--- config.mk ---
export PLATFORM = sky130hd
export DESIGN_NAME = pong_ball_engine
export DESIGN_NICKNAME = d
export VERILOG_FILES = /design/src/rtl/pong_ball_engine.sv
export SDC_FILE = /design/constraint.sdc
export NUM_CORES = 1
export LEC_CHECK = 0
export ABC_AREA = 1
export CELL_PAD_IN_SITES_DETAIL_PLACEMENT = 1
export CELL_PAD_IN_SITES_GLOBAL_PLACEMENT = 1
export CORE_UTILIZATION = 46
export CTS_CLUSTER_SIZE = 14
export DETAILED_ROUTE_END_ITERATION = 8
export GPL_TIMING_DRIVEN = 0
export PLACE_DENSITY = 0.85
export SYNTH_ARGS = -nofsm -noshare
export SYNTH_HDL_FRONTEND = slang
export SYNTH_SLANG_ARGS = --single-unit
--- constraint.sdc ---
create_clock -name CLK -period 5.4 [get_ports CLK]
set_clock_uncertainty 0.1 [all_clocks]
set_input_delay 0.81 -clock CLK [delete_from_list [all_inputs] [get_ports CLK]]
set_output_delay 0.81 -clock CLK [all_outputs]
set_load 0.02 [all_outputs]
--- src/rtl/pong_ball_engine.sv ---
// pong_ball_engine: frame-stepped ball motion, paddle bounce and scoring.
// Optional BALL_SPEEDUP_EN: ball gains one pixel/frame per paddle hit.
module pong_ball_engine #(
  parameter int BAR1_X       = 20,
  parameter int BAR2_X       = 620,
  parameter int BAR_W        = 4,
  parameter int BAR_H        = 60,
  parameter int BALL_SIZE    = 8,
  parameter int SPEED        = 2,
  parameter int SERVE_FRAMES = 60
) (
  input  logic       CLK,
  input  logic       RST_BTN,
  input  logic       frame_tick,
  input  logic [9:0] yBar1,
  input  logic [9:0] yBar2,
  output logic [9:0] ball_x,
  output logic [8:0] ball_y,
  output logic [3:0] score1,
  output logic [3:0] score2,
  output logic       goal
);

  localparam logic [1:0] WAIT   = 2'd0;
  localparam logic [1:0] STEP   = 2'd1;
  localparam logic [1:0] COMMIT = 2'd2;
  localparam logic [1:0] SERVE  = 2'd3;

  localparam int CW = (SERVE_FRAMES > 1) ? $clog2(SERVE_FRAMES) : 1;
  localparam logic [CW-1:0] CNT_LAST = CW'(SERVE_FRAMES - 1);

  localparam logic [10:0] FW  = 11'd640;
  localparam logic [10:0] FH  = 11'd480;
  localparam logic [10:0] BS  = 11'(BALL_SIZE);
  localparam logic [10:0] BH  = 11'(BAR_H);
  localparam logic [10:0] P1R = 11'(BAR1_X + BAR_W);
  localparam logic [10:0] P2L = 11'(BAR2_X);
  localparam logic [9:0]  SX  = 10'd316;
  localparam logic [8:0]  SY  = 9'd236;

  logic [1:0]    state;
  logic [CW-1:0] cnt;
  logic [9:0]    x;
  logic [8:0]    y;
  logic          dx;
  logic          dy;
  logic [3:0]    s1;
  logic [3:0]    s2;
  logic [9:0]    yb1;
  logic [9:0]    yb2;

  logic [9:0] nx_q;
  logic [8:0] ny_q;
  logic       ndx_q;
  logic       ndy_q;
  logic       g1_q;
  logic       g2_q;

  logic [10:0] spd;
  logic [10:0] xe;
  logic [10:0] ye;
  logic [10:0] b1e;
  logic [10:0] b2e;
  logic        ov1;
  logic        ov2;
  logic        p1_hit;
  logic        p2_hit;
  logic        g1_hit;
  logic        g2_hit;

  logic [9:0] c_x;
  logic [8:0] c_y;
  logic       c_dx;
  logic       c_dy;

  assign xe  = {1'b0, x};
  assign ye  = {2'b0, y};
  assign b1e = {1'b0, yb1};
  assign b2e = {1'b0, yb2};

  assign ov1 = (ye + BS > b1e) && (ye < b1e + BH);
  assign ov2 = (ye + BS > b2e) && (ye < b2e + BH);

  // Subtractions rewritten as additions on the other side: no underflow.
  assign p1_hit = !dx && (xe >= P1R) && (xe < P1R + spd) && ov1;
  assign p2_hit = dx && (xe + BS <= P2L) && (xe + spd + BS > P2L) && ov2;
  assign g2_hit = !dx && !p1_hit && (xe < spd);
  assign g1_hit = dx && !p2_hit && (xe + spd + BS > FW);

  always_comb begin
    c_y  = y;
    c_dy = dy;
    c_x  = x;
    c_dx = dx;
    if (!dy) begin
      if (ye < spd) begin
        c_y  = 9'd0;
        c_dy = 1'b1;
      end else begin
        c_y = 9'(ye - spd);
      end
    end else if (ye + spd + BS > FH) begin
      c_y  = 9'(FH - BS);
      c_dy = 1'b0;
    end else begin
      c_y = 9'(ye + spd);
    end
    unique case (1'b1)
      p1_hit: begin
        c_x  = 10'(P1R);
        c_dx = 1'b1;
      end
      p2_hit: begin
        c_x  = 10'(P2L - BS);
        c_dx = 1'b0;
      end
      g1_hit, g2_hit: c_x = x;
      default: c_x = dx ? 10'(xe + spd) : 10'(xe - spd);
    endcase
  end

  always_ff @(posedge CLK) begin
    goal <= 1'b0;
    if (!RST_BTN) begin
      state <= SERVE;
      cnt   <= '0;
      x     <= SX;
      y     <= SY;
      dx    <= 1'b1;
      dy    <= 1'b1;
      s1    <= 4'd0;
      s2    <= 4'd0;
      yb1   <= 10'd0;
      yb2   <= 10'd0;
      nx_q  <= SX;
      ny_q  <= SY;
      ndx_q <= 1'b1;
      ndy_q <= 1'b1;
      g1_q  <= 1'b0;
      g2_q  <= 1'b0;
    end else begin
      unique case (state)
        WAIT: begin
          if (frame_tick) begin
            yb1   <= yBar1;
            yb2   <= yBar2;
            state <= STEP;
          end
        end
        STEP: begin
          nx_q  <= c_x;
          ny_q  <= c_y;
          ndx_q <= c_dx;
          ndy_q <= c_dy;
          g1_q  <= g1_hit;
          g2_q  <= g2_hit;
          state <= COMMIT;
        end
        COMMIT: begin
          dy <= ndy_q;
          if (g1_q || g2_q) begin
            s1    <= s1 + {3'd0, g1_q};
            s2    <= s2 + {3'd0, g2_q};
            goal  <= 1'b1;
            x     <= SX;
            y     <= SY;
            // Serve toward whoever just conceded.
            dx    <= g1_q;
            cnt   <= '0;
            state <= SERVE;
          end else begin
            x     <= nx_q;
            y     <= ny_q;
            dx    <= ndx_q;
            state <= WAIT;
          end
        end
        SERVE: begin
          if (frame_tick) begin
            if (cnt == CNT_LAST) begin
              cnt   <= '0;
              state <= WAIT;
            end else begin
              cnt <= cnt + 1'b1;
            end
          end
        end
        default: state <= SERVE;
      endcase
    end
  end

`ifdef BALL_SPEEDUP_EN
  logic [2:0] spd_q;
  logic       hit_q;

  always_ff @(posedge CLK) begin
    if (!RST_BTN) begin
      spd_q <= 3'(SPEED);
      hit_q <= 1'b0;
    end else begin
      if (state == STEP) hit_q <= p1_hit | p2_hit;
      if (state == COMMIT) begin
        if (g1_q || g2_q) spd_q <= 3'(SPEED);
        else if (hit_q && spd_q != 3'd6) spd_q <= spd_q + 3'd1;
      end
    end
  end

  assign spd = {8'd0, spd_q};
`else
  assign spd = 11'(SPEED);
`endif

  assign ball_x = x;
  assign ball_y = y;
  assign score1 = s1;
  assign score2 = s2;

endmodule

==> out/results.txt, run 1 <==
Critical Path AT -> 4.19 ns
Final Cycle Share -> 75.5%
post-route ant nets -> 0
Final TNS setup -> 0 ns
Pwr Density -> 191 nW/µm²
Pleak -> 0.00282 µW
Critical Path RT -> 5.52 ns
Crit Reg-Reg Startpoint -> ball_y[3]$_SDFFE_PN1P_
Initial Util -> 47.4%
Mapped Area -> 5690 µm²
Netlist cell types -> 43
core footprint -> 12,000 µm²
share of the synthesized area in the top cell type -> 28.5%
Yosys top cell by area -> dfxtp_1
clock network fraction of design power -> 49.9%
Fill cells -> 1,579
Reg clk slew, reported paths -> 0.06 ns
H-tree depth -> 3
worst min path class -> reg -> reg
Nets -> 954
DIE AREA -> 12,800 µm²
Post-CTS Resized -> 0
Net Sw Power -> 274 µW
Die W -> 113 µm
Remaining Overflow, GRT -> 0
total track usage -> 30.2%
PnR Total Power -> 1270 µW
Sw Share -> 21.5%
area post-placement -> 6360 µm²
Syn Nets -> 894
top cells by area, synth -> dfxtp_1, ha_1, nand2_1
Yosys reg bits -> 81
I/O pin total -> 51
f_max -> 245 MHz
die height -> 113 µm
dpl hpwl -> 14,400 µm
clk root buf -> clkbuf_16
Clock Sinks -> 81
Critical Path End -> nx_q[5]$_SDFFE_PN1N_
Tmin final -> 4.08 ns
Synth warnings -> 0
Initial DRC Count -> 314
area delta synth->final -> 17.3%
max_cap viols -> 0
Hold Path Cell Cnt -> 2
sequential share of the synthesized area -> 28.5%
worst-case reg-to-reg path depth -> 18
Combinational Power Share -> 3.1%
Ant. Diodes -> 0
flop2flop setup slack -> 1.32 ns
Finish-stage setup viols -> 0
CP Max Fanout -> 9
crit path launch -> ball_y[3]$_SDFFE_PN1P_
CTS tree -> yes
VDD IR max -> 152 µV
DRC -> 0
Vias/cell -> 5.67
final hold viol count -> 0
Power Internal -> 1000 µW
First-pass DRT Iterations -> 5
hold_buf cts -> 0
layout cells sized above 1 -> 7.82%
CTS buffer count -> 9
via count of the first global-routing pass -> 6,288
first-pass GRT wire length -> 30,400 µm
relative slew slack -> 30.1%
via count -> 5,837
GPL Wtd Cong -> 0.895
row count -> 40
port bufs -> 49
CP Class -> reg -> reg
Clock Path Buffers -> 2
RR Endpoint -> nx_q[5]$_SDFFE_PN1N_
setup bufs post-CTS -> 0
CP Launch Type -> register
status -> finished, final reports clean
Setup crit end kind -> register
average wire per standard cell -> 17.9 µm
worst-margin pin slew -> 1.04 ns
Syn Area/Cell -> 6.97 µm²
clk_lat worst skew -> 0.35 ns
synthesized instance count -> 817
Slew Limit Fails -> 0
RSZ-0062 raised after global routing -> false
initial antenna violation count -> 0
PnR worst setup slack -> 1.32 ns
Place WS -> 1.50 ns
Design Area, Final -> 6670 µm²
Sequential Power Share -> 47.0%
pin count of the biggest net entering global routing -> 14
final WL -> 18,400 µm
[per-stage QoR]
| step | std cells | hold WS [ns] | util, % |
|---|---|---|---|
| after detailed placement | 1013 | 0.354 | 53.0 |
| after global routing | 1029 | 0.378 | 55.6 |
| after floorplan | 817 | 0.333 | - |
| after global placement | 1013 | 0.343 | 53.0 |
| final | 1029 | 0.364 | 55.6 |
| after CTS | 1029 | 0.363 | 55.6 |
[per-layer routing]
metal / track usage, % / vias to the layer above / wire (µm)
met5: 0 / - / 0
met1: 36.7 / 2839 / 8090
met4: 11.8 / 0 / 462
met2: 53.5 / 135 / 9030
li1: - / 2831 / -
met3: 4.39 / 32 / 790
[power groups by stage]
| stage | sequential [µW] | clock (µW) | combinational (µW) |
|---|---|---|---|
| after detailed placement | 613 | 0 | 38.6 |
| after global placement | 613 | 0 | 36.4 |
| after CTS | 600 | 646 | 39.1 |
| after floorplan | 613 | 0 | 15.1 |
| final | 600 | 636 | 39.5 |
| after global routing | 599 | 669 | 42.7 |
[cells in the mapped netlist]
master and number:
inv_2 4, nand3_2 4, a21o_1 2, o21bai_1 5, clkbuf_8 1, nor4_1 4
o21a_1 1, inv_4 3, o21ai_1 4, xor2_1 22, a21oi_2 1, clkbuf_1 22
nand2_2 6, nand4_1 17, xnor2_1 5, nor2_8 1, nand2_4 8, a211oi_1 1
a21oi_1 82, nand3_4 3, o311a_1 1, o211ai_1 3, o2111ai_1 1, ha_1 54
nor3_2 1, buf_4 3, bufbuf_16 1, o21ai_0 63, nor2_4 2, nor2_2 4
clkinv_1 2, inv_1 83, buf_2 4, dfxtp_1 81, nor3_1 9, o21ai_2 2
nand3_1 44, buf_6 2, a31oi_1 8, or2_2 4, nor2_1 75, nand2_1 164
o22ai_1 10
[sequential cells by signal, indices dropped and copies added (netlist names)]
signal  flops
dy          1
ny_q        9
ball_x     10
ball_y      9
ndx_q       1
score1      4
ndy_q       1
yb1        10
score2      4
dx          1
goal        1
g1_q        1
yb2        10
nx_q       10
g2_q        1
cnt         6
state       2
[layout by cell type, fill, tap and decap left out, types with 2 or more instances in the layout]
master,n
nand3_1,44
o21ai_1,4
nor2_1,75
nor4_1,4
clkdlybuf4s50_1,49
buf_2,4
buf_4,3
clkbuf_8,3
ha_1,54
o21ai_0,63
a21oi_1,82
or2_2,4
buf_6,2
o21ai_2,2
xnor2_1,5
o211ai_1,3
inv_4,3
inv_1,83
nand4_1,17
xor2_1,22
a21o_1,2
nand2_4,8
nand2_1,164
nor3_1,9
clkinv_1,2
o21bai_1,5
nand3_2,4
clkbuf_1,23
dfxtp_1,81
nand2_2,6
inv_2,4
nor2_4,2
a31oi_1,8
nand3_4,3
o22ai_1,10
clkbuf_16,9
nor2_2,4
[cells by family (layout without fill, tap and decap cells)]
kind of cell               count (synthesis)  count (layout)  share of synthesized area (%)
AOI/OAI and AO/OA                        184             184                           17.5
adders and majority gates                 54              54                           11.9
buffers and inverters                    125             190                           9.61
and+or+nand+nor                          346             346                           28.4
DFF                                       81              81                           28.5
xor gates and xnor gates                  27              27                           4.16
[layout make-up]
cell class	count	area [µm²]	area share, %
timing repair buffer	49	490	7.35
multi-input combinational	611	3520	52.8
clock inverter	4	51.3	0.769
clock buffer	12	256	3.84
sequential	81	1620	24.3
tap	147	184	2.76
buffer	33	194	2.91
inverter	92	353	5.29
[worst min path at each step]
stage                              start                endpoint  slack [ns]
floorplan            yb1[1]$_SDFFE_PN0P_     yb1[1]$_SDFFE_PN0P_        0.33
global placement    ny_q[4]$_SDFFE_PN0N_  ball_y[4]$_SDFFE_PN0P_        0.34
detailed placement  nx_q[6]$_SDFFE_PN0N_  ball_x[6]$_SDFFE_PN0P_        0.35
CTS                 nx_q[6]$_SDFFE_PN0N_  ball_x[6]$_SDFFE_PN0P_        0.36
global route         yb1[1]$_SDFFE_PN0P_     yb1[1]$_SDFFE_PN0P_        0.38
finish               yb1[1]$_SDFFE_PN0P_     yb1[1]$_SDFFE_PN0P_        0.36
[critical path: stages, from the launching register on]
cell and delay (ns):
dfxtp_1 0.68, ha_1 0.30, nand2_1 0.09, nor4_1 0.80
ha_1 0.40, nand2_1 0.09, nor2_1 0.08, nand4_1 0.12
nand3_1 0.09, a31oi_1 0.16, nand2_1 0.08, nor2_2 0.23
nand2_4 0.11, nand3_4 0.13, nand2_4 0.12, nand2_1 0.09
nand3_1 0.12, nand2_1 0.11, nand2_1 0.05
(Power assumes the default switching activity.)
==> inputs of run 2 (changes only) <==
--- a/config.mk
+++ b/config.mk
@@ -8,11 +8,11 @@
 export ABC_AREA = 1
 export CELL_PAD_IN_SITES_DETAIL_PLACEMENT = 1
 export CELL_PAD_IN_SITES_GLOBAL_PLACEMENT = 1
-export CORE_UTILIZATION = 46
+export CORE_UTILIZATION = 42
 export CTS_CLUSTER_SIZE = 14
 export DETAILED_ROUTE_END_ITERATION = 8
 export GPL_TIMING_DRIVEN = 0
-export PLACE_DENSITY = 0.85
+export PLACE_DENSITY = 0.78
 export SYNTH_ARGS = -nofsm -noshare
 export SYNTH_HDL_FRONTEND = slang
 export SYNTH_SLANG_ARGS = --single-unit
==> constraint.sdc (replaced) <==
create_clock -name CLK -period 4.1 [get_ports CLK]
set_clock_uncertainty 0.1 [all_clocks]
set_input_delay 0.615 -clock CLK [delete_from_list [all_inputs] [get_ports CLK]]
set_output_delay 0.615 -clock CLK [all_outputs]
set_load 0.02 [all_outputs]
==> out/results.txt, run 2 (same netlist as run 1, synthesis figures left out) <==
Design Area, Final -> 6740 µm² (was 6670 µm²)
DIE AREA -> 14,000 µm² (was 12,800 µm²)
f_max -> 263 MHz (was 245 MHz)
Critical Path RT -> 4.22 ns (was 5.52 ns)
Crit path largest cell delay -> 0.68 ns (was 0.80 ns)
CTS buffer count -> 9 (unchanged)
final WL -> 18,600 µm (was 18,400 µm)
Reg clk slew, reported paths -> 0.06 ns (about the same)
GPL Wtd Cong -> 0.913 (was 0.895)
area post-placement -> 6400 µm² (was 6360 µm²)
commonest cells after routing, fill and taps aside -> nand2_1, inv_1, a21oi_1 (unchanged)
first-pass GRT wire length -> 30,300 µm (was 30,400 µm)
Combinational Power Share -> 2.8% (was 3.1%)
Net Sw Power -> 372 µW (was 274 µW)
average wire per standard cell -> 17.6 µm (was 17.9 µm)
Setup crit end kind -> register (unchanged)
Most Frequent Cell on Critical Path -> nand2_1 (unchanged)
Remaining Overflow, GRT -> 0 (unchanged)
via count -> 5,698 (was 5,837)
Place WS -> 0.219 ns (was 1.50 ns)
hold_buf cts -> 0 (unchanged)
core footprint -> 13,200 µm² (was 12,000 µm²)
most common cell after layout, fill and taps aside -> nand2_1 (unchanged)
Tmin final -> 3.81 ns (was 4.08 ns)
VDD IR max -> 200 µV (was 152 µV)
Critical path buffers and inverters -> 0 (unchanged)
initial antenna violation count -> 0 (unchanged)
pin count of the biggest net entering global routing -> 14 (unchanged)
max_cap viols -> 0 (unchanged)
worst-margin pin slew -> 0.801 ns (was 1.04 ns)
row count -> 42 (was 40)
Nets -> 954 (unchanged)
Initial Util -> 43.0% (was 47.4%)
area delta synth->final -> 18.5% (was 17.3%)
H-tree depth -> 3 (unchanged)
dpl hpwl -> 14,400 µm (about the same)
final hold viol count -> 0 (unchanged)
Sequential Power Share -> 44.4% (was 47.0%)
worst min path class -> reg -> reg (unchanged)
layout cells sized above 1 -> 7.82% (unchanged)
I/O pin total -> 51 (unchanged)
port bufs -> 49 (unchanged)
Util after Layout -> 50.9% (was 55.6%)
clock network fraction of design power -> 52.8% (was 49.9%)
clk root buf -> clkbuf_16 (unchanged)
crit-path leading delay family -> simple AND/OR/NAND/NOR gates (unchanged)
CP Class -> reg -> reg (unchanged)
hold_sp -> score1[3]$_SDFFE_PN0P_ (was yb1[1]$_SDFFE_PN0P_)
Pwr Density -> 264 nW/µm² (was 191 nW/µm²)
Finish-stage setup viols -> 0 (unchanged)
Clock Path Buffers -> 2 (unchanged)
Fill cells -> 1,770 (was 1,579)
Ant. Diodes -> 0 (unchanged)
CTS tree -> yes (unchanged)
Die W -> 118 µm (was 113 µm)
status -> finished, final reports clean (unchanged)
PnR worst setup slack -> 0.294 ns (was 1.32 ns)
cells along the critical path -> ha_1 -> nand2_1 -> nor4_2 -> ha_1 -> nand2_1 -> nor2_1 -> nand3_1 -> a31oi_1 -> nand2_1 -> nor2_2 -> nand2_4 -> nand3_4 -> nand2_4 -> nand2_1 -> nand3_1 -> nand2_1 -> nand2_1 (was ha_1 -> nand2_1 -> nor4_1 -> ha_1 -> nand2_1 -> nor2_1 -> nand4_1 -> nand3_1 -> a31oi_1 -> nand2_1 -> nor2_2 -> nand2_4 -> nand3_4 -> nand2_4 -> nand2_1 -> nand3_1 -> nand2_1 -> nand2_1)
Initial DRC Count -> 307 (was 314)
Clock Sinks -> 81 (unchanged)
Slew Limit Fails -> 0 (unchanged)
post-route ant nets -> 0 (unchanged)
Final TNS setup -> 0 ns (unchanged)
Vias/cell -> 5.39 (was 5.67)
Pleak -> 0.00283 µW (was 0.00282 µW)
Slowest cell on crit path -> dfxtp_1 (was nor4_1)
relative slew slack -> 46.1% (was 30.1%)
via count of the first global-routing pass -> 6,037 (was 6,288)
Critical Path AT -> 3.93 ns (was 4.19 ns)
CP Launch Type -> register (unchanged)
clk_lat worst skew -> 0.35 ns (about the same)
Crit Reg-Reg Startpoint -> ball_y[3]$_SDFFE_PN1P_ (unchanged)
total track usage -> 27.5% (was 30.2%)
CP Max Fanout -> 9 (unchanged)
die height -> 118 µm (was 113 µm)
DRC -> 0 (unchanged)
RSZ-0062 raised after global routing -> false (unchanged)
Power Internal -> 1410 µW (was 1000 µW)
crit path launch -> ball_y[3]$_SDFFE_PN1P_ (unchanged)
Final Cycle Share -> 92.8% (was 75.5%)
First-pass DRT Iterations -> 4 (was 5)
setup bufs post-CTS -> 0 (unchanged)
Sw Share -> 20.9% (was 21.5%)
## run 2: cell types whose count changed in the layout (fill, tap and decap cells not counted)
cell / change
clkinvlp_4: -1
clkbuf_1: +1
nor4_1: -1
nor4_2: +1
clkbuf_8: -2
bufinv_16: +2
## run 2: final timing paths
kind	slack (ns)	cells past startpoint	to
worst max-delay path	0.29	17	nx_q[5]$_SDFFE_PN1N_
worst min-delay path	0.36	2	score1[3]$_SDFFE_PN0P_
worst max register to register	0.29	17	nx_q[5]$_SDFFE_PN1N_
worst min register to register	0.36	2	score1[3]$_SDFFE_PN0P_
## run 2: metal layers
layer / global-route usage [%] / vias to the layer above / share of wire [%]
met5: 0 / - / 0
met4: 7.99 / 0 / 1.6
met3: 4.25 / 23 / 2.7
met2: 49.7 / 91 / 50
met1: 33.4 / 2739 / 46
li1: - / 2845 / -
## run 2: cell type report
type | count | area, µm² | area share, %
repair buffers | 49 | 490 | 7.27
well taps | 176 | 220 | 3.27
inverters | 92 | 353 | 5.23
flip-flops and latches | 81 | 1620 | 24.0
clock buffers | 11 | 233 | 3.45
multi-input cells | 611 | 3530 | 52.3
clock inverters | 5 | 104 | 1.54
plain buffers | 33 | 194 | 2.88
## run 2: metrics by stage
stage	cells	hold WS (ns)	power [µW]
after floorplan	817	0.333	827
after global placement	1042	0.347	856
after detailed placement	1042	0.357	858
after CTS	1058	0.365	1790
after global routing	1058	0.377	1820
final	1058	0.362	1780
## run 2: worst register-to-register path: stages (launching register included)
cell and delay, ns:
dfxtp_1 0.68, ha_1 0.31, nand2_1 0.10, nor4_2 0.53, ha_1 0.24, nand2_1 0.07, nor2_1 0.26, nand3_1 0.18
a31oi_1 0.23, nand2_1 0.09, nor2_2 0.21, nand2_4 0.10, nand3_4 0.12, nand2_4 0.12, nand2_1 0.10, nand3_1 0.12
nand2_1 0.09, nand2_1 0.05
## run 2: power groups by stage
stage	Sequential [µW]	Combinational [µW]	Clock (µW)
global placement	807	48.4	0
finish	790	50.3	941
global route	790	55.9	976
detailed placement	808	50.4	0
CTS	790	50.7	948
floorplan	807	19.9	0
## run 2: repair_timing
item / 4_1_cts / 5_1_grt
setup endpoints to repair: 0 / 9
gates resized for setup: 0 / 1
endpoints found under the hold margin: 0 / 0
==> inputs of run 3 (changes only) <==
--- a/config.mk
+++ b/config.mk
@@ -8,11 +8,11 @@
 export ABC_AREA = 1
 export CELL_PAD_IN_SITES_DETAIL_PLACEMENT = 1
 export CELL_PAD_IN_SITES_GLOBAL_PLACEMENT = 1
-export CORE_UTILIZATION = 42
+export CORE_UTILIZATION = 25
 export CTS_CLUSTER_SIZE = 14
 export DETAILED_ROUTE_END_ITERATION = 8
 export GPL_TIMING_DRIVEN = 0
-export PLACE_DENSITY = 0.78
+export PLACE_DENSITY = 0.5
 export SYNTH_ARGS = -nofsm -noshare
 export SYNTH_HDL_FRONTEND = slang
 export SYNTH_SLANG_ARGS = --single-unit
==> out/results.txt, run 3 (same netlist as run 1, synthesis figures left out) <==
Net Sw Power -> 376 µW (was 372 µW)
Crit path largest cell delay -> 0.66 ns (was 0.68 ns)
most common cell after layout, fill and taps aside -> nand2_1 (unchanged)
via count -> 5,683 (was 5,698)
First-pass DRT Iterations -> 4 (unchanged)
RSZ-0062 raised after global routing -> false (unchanged)
Inst Count DP -> 1,146 (was 1,042)
Clock Sinks -> 81 (unchanged)
Combinational Power Share -> 3.0% (was 2.8%)
total track usage -> 17.9% (was 27.5%)
Slew Limit Fails -> 0 (unchanged)
row count -> 54 (was 42)
CP Class -> reg -> reg (unchanged)
Sw Share -> 22.2% (was 20.9%)
DRC -> 0 (unchanged)
Post-Layout Cell Count -> 1,162 (was 1,058)
setup bufs post-CTS -> 0 (unchanged)
Clock Path Buffers -> 2 (unchanged)
Critical path buffers and inverters -> 0 (unchanged)
Hold Path Cell Cnt -> 2 (unchanged)
relative slew slack -> 43.1% (was 46.1%)
final WL -> 20,000 µm (was 18,600 µm)
Tmin final -> 3.75 ns (was 3.81 ns)
area post-placement -> 6530 µm² (was 6400 µm²)
Final TNS setup -> 0 ns (unchanged)
H-tree depth -> 3 (unchanged)
worst min path class -> reg -> reg (unchanged)
RR Endpoint -> nx_q[5]$_SDFFE_PN1N_ (unchanged)
pin count of the biggest net entering global routing -> 14 (unchanged)
area delta synth->final -> 20.3% (was 18.5%)
f_max -> 267 MHz (was 263 MHz)
clk_lat worst skew -> 0.35 ns (about the same)
via count of the first global-routing pass -> 5,957 (was 6,037)
average wire per standard cell -> 17.2 µm (was 17.6 µm)
PnR worst setup slack -> 0.349 ns (was 0.294 ns)
commonest cells after routing, fill and taps aside -> nand2_1, inv_1, a21oi_1 (unchanged)
clk root buf -> clkbuf_16 (unchanged)
Ant. Diodes -> 0 (unchanged)
hold_sp -> yb2[1]$_SDFFE_PN0P_ (was score1[3]$_SDFFE_PN0P_)
max_cap viols -> 0 (unchanged)
Hold WS -> 0.367 ns (was 0.362 ns)
CTS tree -> yes (unchanged)
Final Cycle Share -> 91.5% (was 92.8%)
Setup crit end kind -> register (unchanged)
first-pass GRT wire length -> 32,600 µm (was 30,300 µm)
final hold viol count -> 0 (unchanged)
die height -> 153 µm (was 118 µm)
Critical Path AT -> 3.87 ns (was 3.93 ns)
Initial Util -> 25.8% (was 43.0%)
I/O pin total -> 51 (unchanged)
flop2flop setup slack -> 0.35 ns (was 0.29 ns)
Design Area, Final -> 6840 µm² (was 6740 µm²)
Most Frequent Cell on Critical Path -> nand2_1 (unchanged)
Register Area -> 1620 µm² (about the same)
Reg clk slew, reported paths -> 0.07 ns (was 0.06 ns)
Finish-stage setup viols -> 0 (unchanged)
Die W -> 153 µm (was 118 µm)
hold_buf cts -> 0 (unchanged)
Slowest cell on crit path -> dfxtp_1 (unchanged)
post-route ant nets -> 0 (unchanged)
port bufs -> 49 (unchanged)
Place WS -> -0.00148 ns (was 0.219 ns)
Nets -> 954 (unchanged)
Vias/cell -> 4.89 (was 5.39)
worst-case reg-to-reg path depth -> 19 (was 17)
GPL Wtd Cong -> 0.813 (was 0.913)
clock network fraction of design power -> 50.4% (was 52.8%)
Crit Reg-Reg Startpoint -> ball_y[4]$_SDFFE_PN0P_ (was ball_y[3]$_SDFFE_PN1P_)
area of the multi-input gates -> 3530 µm² (unchanged)
core footprint -> 22,100 µm² (was 13,200 µm²)
layout cells sized above 1 -> 8.05% (was 7.82%)
Hold Crit Endpoint -> yb2[1]$_SDFFE_PN0P_ (was score1[3]$_SDFFE_PN0P_)
Pleak -> 0.00282 µW (was 0.00283 µW)
crit-path leading delay family -> simple AND/OR/NAND/NOR gates (unchanged)
Pwr Density -> 248 nW/µm² (was 264 nW/µm²)
CTS buffer count -> 9 (unchanged)
Sequential Power Share -> 46.6% (was 44.4%)
Power Internal -> 1320 µW (was 1410 µW)
Crit. path cell count -> 19 (was 17)
CP Launch Type -> register (unchanged)
CP Max Fanout -> 10 (was 9)
VDD IR max -> 189 µV (was 200 µV)
status -> finished, final reports clean (unchanged)
cells along the critical path -> ha_1 -> nand2_1 -> nor2_1 -> xor2_1 -> ha_1 -> nand2_1 -> nor2_1 -> nand4_1 -> nand3_1 -> a31oi_1 -> nand2_1 -> nor2_2 -> nand2_4 -> nand3_4 -> nand2_4 -> nand2_1 -> nand3_1 -> nand2_1 -> nand2_1 (was ha_1 -> nand2_1 -> nor4_2 -> ha_1 -> nand2_1 -> nor2_1 -> nand3_1 -> a31oi_1 -> nand2_1 -> nor2_2 -> nand2_4 -> nand3_4 -> nand2_4 -> nand2_1 -> nand3_1 -> nand2_1 -> nand2_1)
Initial DRC Count -> 172 (was 307)
Remaining Overflow, GRT -> 0 (unchanged)
DIE AREA -> 23,400 µm² (was 14,000 µm²)
Fill cells -> 2,730 (was 1,770)
initial antenna violation count -> 0 (unchanged)
dpl hpwl -> 15,900 µm (was 14,400 µm)
worst-margin pin slew -> 0.846 ns (was 0.801 ns)
Critical Path RT -> 4.22 ns (about the same)
## run 3: power groups by stage
| stage | sequential, µW | combinational (µW) | clock, µW |
|---|---|---|---|
| finish | 790 | 51.2 | 853 |
| global route | 789 | 57.0 | 910 |
| CTS | 789 | 52.7 | 881 |
| global placement | 807 | 51.0 | 0 |
| floorplan | 807 | 19.9 | 0 |
| detailed placement | 808 | 52.4 | 0 |
## run 3: worst min-delay path: cells and delay by family, from the launching register on
family	cells	cell delay (ns)
buf+inv	1	0.06
compound gates	1	0.06
flops	1	0.30
## run 3: cell type report
type,instances,area share [%]
Clock inverter,4,0.713
Clock buffer,12,3.75
Buffer,33,2.83
Timing Repair Buffer,49,7.17
Multi-Input combinational cell,611,51.6
Sequential cell,81,23.7
Inverter,92,5.16
Tap cell,280,5.12
## run 3: through the flow
stage | util, % | total power, µW
2_1_floorplan | - | 827
3_3_place_gp | 29.6 | 858
3_5_place_dp | 29.6 | 860
4_1_cts | 31.0 | 1720
5_1_grt | 31.0 | 1760
6_report | 31.0 | 1690
## run 3: worst max-delay path by stage
stage	end	from
global placement	nx_q[5]$_SDFFE_PN1N_	ball_y[3]$_SDFFE_PN1P_
floorplan	nx_q[2]$_SDFFE_PN1N_	ball_y[4]$_SDFFE_PN0P_
detailed placement	nx_q[5]$_SDFFE_PN1N_	ball_y[3]$_SDFFE_PN1P_
CTS	nx_q[5]$_SDFFE_PN1N_	ball_y[3]$_SDFFE_PN1P_
global route	nx_q[2]$_SDFFE_PN1N_	ball_y[4]$_SDFFE_PN0P_
finish	nx_q[5]$_SDFFE_PN1N_	ball_y[4]$_SDFFE_PN0P_
## run 3: timing repair
item,4_1_cts,5_1_grt
gates resized for setup,1,1
gates cloned,0,0
endpoints found under the setup margin,1,7
## run 3: layer usage
metal  wire, µm  global-route usage, %  up-vias
met1       9680                   23.4     2752
met4        294                   5.00        0
met5          0                      0        -
met3        570                   2.67       18
met2       9470                   30.4       64
li1           -                      -     2849
